## config.mk

```make
export PLATFORM = sky130hd
export DESIGN_NAME = enum_state_sequencer
export DESIGN_NICKNAME = d
export VERILOG_FILES = /design/src/rtl/enum_state_sequencer.sv
export SDC_FILE = /design/constraint.sdc
export NUM_CORES = 1
export LEC_CHECK = 0
export CELL_PAD_IN_SITES_DETAIL_PLACEMENT = 1
export CELL_PAD_IN_SITES_GLOBAL_PLACEMENT = 1
export CORE_ASPECT_RATIO = 1.25
export CORE_MARGIN = 2
export CORE_UTILIZATION = 45
export DETAILED_ROUTE_END_ITERATION = 6
export DONT_BUFFER_PORTS = 1
export GPL_ROUTABILITY_DRIVEN = 0
export PLACE_DENSITY_LB_ADDON = 0.1
export SKIP_CTS_REPAIR_TIMING = 1
export SLEW_MARGIN = 30
export SYNTH_ARGS = -nofsm -noshare
export SYNTH_HDL_FRONTEND = slang
export SYNTH_SLANG_ARGS = --single-unit
```

## constraint.sdc

```tcl
create_clock -name clk -period 4.7 [get_ports clk]
set_input_delay 0 -clock clk [delete_from_list [all_inputs] [get_ports clk]]
set_output_delay 0 -clock clk [all_outputs]
set_load 0.01 [all_outputs]
```

## src/rtl/enum_state_sequencer.sv

```systemverilog
// A->B->C->D->A sequencer with per-state dwell and a valid/ready event for every state entry.
// Define ENUM_SEQ_TRACE_EN to add simulation-only event tracing and sanity stops.
// state | meaning: VAL_A idle, waits for go | VAL_B/VAL_C/VAL_D dwell phases, advance on dwell expiry
module enum_state_sequencer #(
  parameter int DWELL_W = 4,
  parameter int CNT_W   = 8
) (
  input  logic               clk,
  input  logic               rst,
  input  logic               go,
  input  logic               abort,
  input  logic [DWELL_W-1:0] cfg_dwell,
  output logic [1:0]         state,
  output logic [1:0]         other,
  output logic               evt_valid,
  output logic [1:0]         evt_state,
  input  logic               evt_ready,
  output logic [CNT_W-1:0]   trans_cnt,
  output logic               busy
);

  typedef enum logic [1:0] {VAL_A, VAL_B, VAL_C, VAL_D} state_t;
  typedef enum logic [1:0] {VAL_X, VAL_Y, VAL_Z} other_state_t;

  state_t             state_q;
  state_t             evt_state_q;
  other_state_t       other_q;
  logic               evt_valid_q;
  logic               busy_q;
  logic [CNT_W-1:0]   trans_cnt_q;
  logic [DWELL_W-1:0] dwell_cnt;
  logic [DWELL_W-1:0] dwell_q;

  logic accept;
  logic dwell_done;
  logic can_adv;

  function automatic state_t succ(input state_t s);
    case (s)
      VAL_B:   succ = VAL_C;
      VAL_C:   succ = VAL_D;
      default: succ = VAL_A;
    endcase
  endfunction

  function automatic other_state_t other_of(input state_t s);
    case (s)
      VAL_A:   other_of = VAL_X;
      VAL_D:   other_of = VAL_Z;
      default: other_of = VAL_Y;
    endcase
  endfunction

  assign accept     = evt_valid_q && evt_ready;
  assign dwell_done = (dwell_cnt == dwell_q);
  // A pending event blocks the advance unless it is being accepted this very cycle.
  assign can_adv    = dwell_done && (!evt_valid_q || evt_ready);

  always_ff @(posedge clk) begin
    if (rst) begin
      state_q     <= VAL_A;
      other_q     <= VAL_X;
      evt_valid_q <= 1'b0;
      evt_state_q <= VAL_A;
      trans_cnt_q <= '0;
      busy_q      <= 1'b0;
      dwell_cnt   <= '0;
      dwell_q     <= '0;
    end else begin
      if (accept) trans_cnt_q <= trans_cnt_q + 1'b1;

      if (state_q == VAL_A) begin
        if (go && !abort) begin
          state_q     <= VAL_B;
          other_q     <= VAL_Y;
          busy_q      <= 1'b1;
          dwell_q     <= cfg_dwell;
          dwell_cnt   <= '0;
          evt_valid_q <= 1'b1;
          evt_state_q <= VAL_B;
        end else if (accept) begin
          evt_valid_q <= 1'b0;
        end
      end else if (abort) begin
        // Any pending event is overwritten; it is only counted if accepted this cycle.
        state_q     <= VAL_A;
        other_q     <= VAL_X;
        busy_q      <= 1'b0;
        dwell_cnt   <= '0;
        evt_valid_q <= 1'b1;
        evt_state_q <= VAL_A;
      end else if (can_adv) begin
        state_q     <= succ(state_q);
        other_q     <= other_of(succ(state_q));
        busy_q      <= (succ(state_q) != VAL_A);
        dwell_cnt   <= '0;
        evt_valid_q <= 1'b1;
        evt_state_q <= succ(state_q);
      end else begin
        if (!dwell_done) dwell_cnt <= dwell_cnt + 1'b1;
        if (accept) evt_valid_q <= 1'b0;
      end
    end
  end

  assign state     = state_q;
  assign other     = other_q;
  assign evt_valid = evt_valid_q;
  assign evt_state = evt_state_q;
  assign trans_cnt = trans_cnt_q;
  assign busy      = busy_q;

`ifdef ENUM_SEQ_TRACE_EN
  logic prev_valid;
  logic prev_excused;

  always_ff @(posedge clk) begin
    prev_valid   <= evt_valid_q;
    prev_excused <= rst || accept || (abort && state_q != VAL_A);
    if (!rst && accept) $write("[%0t] state=%s\n", $time, evt_state_q.name());
    if (other == 2'b11) $stop;
    if (prev_valid && !evt_valid_q && !prev_excused) $stop;
  end
`endif

endmodule

```

==> summary.md <==
Signed area change from the synthesized netlist to the final layout: 12.5%. Traced cell by cell, the critical path runs through inv_1 > ha_1 > or2_2 > nor3_1 > nand2_1 > o22ai_1. The tools report the final count of hold timing violations as 3. The first detailed-routing pass took 5 iterations. The number of H-tree levels was 1. The number of clock buffers added by TritonCTS is 3.

The logs give 1070 um^2 for the synthesized area and 1200 um^2 for the final standard cell area without fillers. For this design the static power due to leakage is 0.502 nW. The floorplan step set the die height to 58.5 um. Cell internal power was estimated by the tool at 323 uW.

The worst setup slack before clock tree synthesis was 2820 ps; the post-route worst setup slack was 2810 ps. The tool flagged a number of max-cap violations equal to 0. The number of rows created at floorplan was 19; the synthesized flop and latch total was 22. After detailed routing, the number of vias per cell comes to 5.57. Kind of critical path: flop to flop.

The final layout net count was 134. Starting density of the core: 0.478. Once placement finished, the instance area stood at 1080 um^2. The share of flip-flops with an asynchronous set or reset after synthesis was 0; the number of antenna violations at the first check in global routing was 0.

For the total length of routed wires, the log shows 2.29 mm. CTS placed an instance of clkbuf_4 at the clock tree root. Along the worst path, the maximum fanout reaches 6. The tools report the endpoint of the worst register-to-register path as dwell_cnt[3]. The worst-case clock skew is 1.38 ps.

Worst slack on hold paths: -12.6 ps. The overflow left after global routing was 0; the number of warnings printed during yosys synthesis was 0. For this design the ratio of total power to cell area is 373 nW/um^2. The number of antenna diodes in the final layout is 0. The proportion of power drawn by combinational gates is 0.188.

The share of Yosys cell area claimed by the top area cell type works out to 0.413. The number of global-route vias before repair is 868. The number of flops mapped to enable cells by yosys is 0, and the die footprint is 2780 um^2.

The HPWL after detailed placement was 1.66 mm. The largest total area in the synthesized netlist belongs to dfxtp_1. After synthesis, the most frequently instantiated cells are 22 x dfxtp_1, 14 x nor2_1, 8 x xor2_1, 7 x nand2_1, 7 x nand3_1.

The fraction of the cycle the final worst path needs was 0.403. The kind of start point of the critical path is a flop. Setup total negative slack on the finished layout was measured at 0 ps.

During placement, the flow inserted port buffers numbering 0. When the netlist entered floorplanning its net count stood at 127. TritonCTS built the clock tree.

During I/O placement, the number of pins put on the boundary was 25. The clock passes through at most 2 buffers. The share of total power consumed by net switching came out at 0.279. The tools report the tightest slew margin relative to the limit as 0.536. Count of different cell masters after synthesis: 36. The final reports fail on hold timing. Clock latency on the worst-skew pair, taken at its later pin, is 310 ps. Entering global routing, the biggest net connects 20 pins. After the first detailed-routing iteration, the DRC count stood at 8. The startpoint identified for the worst register-to-register timing path is evt_state[0]. The tools report the post-route total power as 448 uW. The end point of the critical path was dwell_cnt[3].

The most used flip-flop cell after synthesis is dfxtp_1. In this design, the stage delay of the slowest critical-path cell is 520 ps. The worst reg2reg path depth works out to 6. Data on the critical path is required at its endpoint by 4950 ps.

The tools report the global routing usage summed across all routing layers as 0.180. Setup repair after global routing left no endpoint under its margin. Number of pins with negative max-slew slack in the final report: 0.

Number of endpoints failing setup at the final stage: 0. The layout has 284 filler cells. The logs give 0.538 for the post-layout utilization of the core and 0.482 for the sequential group share of total power. IR analysis of the VDD net gives a maximum drop of 0.204 mV. In this run the standard cell core region covers 2230 um^2.

The number of cells produced by synthesis is 113, and the detailed-route wire length per cell is 15.3 um. The slowest stage cell on the critical path is dfxtp_1. The clock-pin slew on the worst setup and hold paths is 130 ps.

The post-synthesis area per instance is 9.44 um^2. Setup slack on the worst reg-to-reg path comes out at 2810 ps. The tools report the remaining number of nets flagged by the antenna check after routing as 0. The maximum clock frequency is 528 MHz, and the horizontal extent of the die is 47.6 um. In this run the power spent charging and discharging nets is 125 uW.

The via count was 835; the share of the yosys chip area belonging to registers was 0.413. The clock network power share is 0.331, and the data arrival time of the critical path is 2140 ps. By area the synthesized netlist is led by dfxtp_1 41%, xor2_1 6.6%, ha_1 5.9%. Actual transition at the worst max-transition pin: 694 ps. Most used standard cell by instance count after synthesis: dfxtp_1. The ratio of cells with drive above 1 in the final layout is 0.126, and the minimum clock period is 1890 ps. The path class of the tightest hold or removal check is primary input to flop. The worst setup path is captured at a flop.

The run finished, with violations left. The logs give 3.63 mm for the wire length of the first global-routing pass and 0 for the DRC violations left. The clock net in this run drives a total of 22 sinks. In this run the worst setup path begins at evt_state[0].
[cell usage in the layout, fill, tap and decap left out]
master	instances
o31a_2	2
xor2_1	8
or4_1	1
mux2_2	1
o21ba_2	1
dfxtp_1	22
o221a_1	3
nor3_1	1
and2b_4	1
nand2_4	1
a32oi_1	1
a32o_1	1
ha_1	5
a41o_2	1
o21ai_0	1
or3_1	1
o22ai_1	2
nor4_2	1
or2_2	2
nor2b_1	1
clkbuf_4	3
inv_1	5
and3_1	1
bufinv_16	1
nand3_1	7
nor2_1	14
dlygate4sd3_1	7
mux2i_1	5
or2b_1	1
nand2b_1	2
o21a_4	1
xnor2_1	2
a21oi_1	5
nand2_1	7
nand4_1	1
[worst min path at each step]
| stage | startpoint | end | slack (ps) | cells past startpoint |
|---|---|---|---|---|
| 2_1_floorplan | cfg_dwell[0] | dwell_q[0] | 140 | 2 |
| 3_3_place_gp | rst | trans_cnt[6] | 70 | 1 |
| 3_5_place_dp | rst | trans_cnt[6] | 70 | 1 |
| 4_1_cts | rst | trans_cnt[6] | -280 | 1 |
| 5_1_grt | abort | other[0] | 10 | 2 |
| 6_report | abort | other[0] | -10 | 2 |
[worst max-delay path: cells and delay by family, from the launching register on]
family | cells | cell delay (ps)
adders and majority gates | 1 | 290
DFF | 1 | 520
AOI/OAI and AO/OA | 1 | 140
buffers and inverters | 1 | 110
and+or+nand+nor | 3 | 770
[logic make-up (layout without fill, tap and decap cells)]
group,count (synthesis),count (layout),share of synthesized area
compound gates,18,18,0.142
fa+ha+maj,5,5,0.0586
simple gates,42,42,0.204
buf+inv,10,16,0.0434
flops,22,22,0.413
mux,6,6,0.0574
xor+xnor,10,10,0.0821
[cell type report]
cell class / count / area [um^2] / share of cell area
clock buffers: 3 / 22.5 / 0.0188
clock inverters: 1 / 30.0 / 0.0250
inverters: 5 / 18.8 / 0.0156
multi-input cells: 81 / 581 / 0.483
flip-flops and latches: 22 / 440 / 0.367
well taps: 31 / 38.8 / 0.0323
repair buffers: 7 / 70.1 / 0.0583
[per-layer routing]
metal	track usage	up-vias	share of wire	routed length, um
met3	0.0399	4	0.043	99
met4	0.0579	0	0.013	30
met1	0.192	404	0.41	934
met2	0.334	22	0.54	1230
li1	-	405	-	-
met5	0	-	0	0
[state kept, by name (all words and copies together), names as in the netlist]
register   flops
evt_valid      1
busy           1
dwell_cnt      4
trans_cnt      8
other          2
dwell_q        4
evt_state      2
[per-stage QoR]
stage          std cells  hold WS (ps)
6_report             150         -12.6
5_1_grt              150          10.2
4_1_cts              143          -277
3_5_place_dp         139          74.2
3_3_place_gp         139          73.3
2_1_floorplan        113           144
[power by group through the flow]
stage	combinational, mW	sequential, mW	clock, mW
after CTS	0.0773	0.216	0.151
final	0.0841	0.216	0.148
after global placement	0.0740	0.220	0
after global routing	0.0929	0.219	0.156
after floorplan	0.0700	0.216	0
after detailed placement	0.0759	0.221	0
Note: power is estimated with default switching activity, not from simulation.
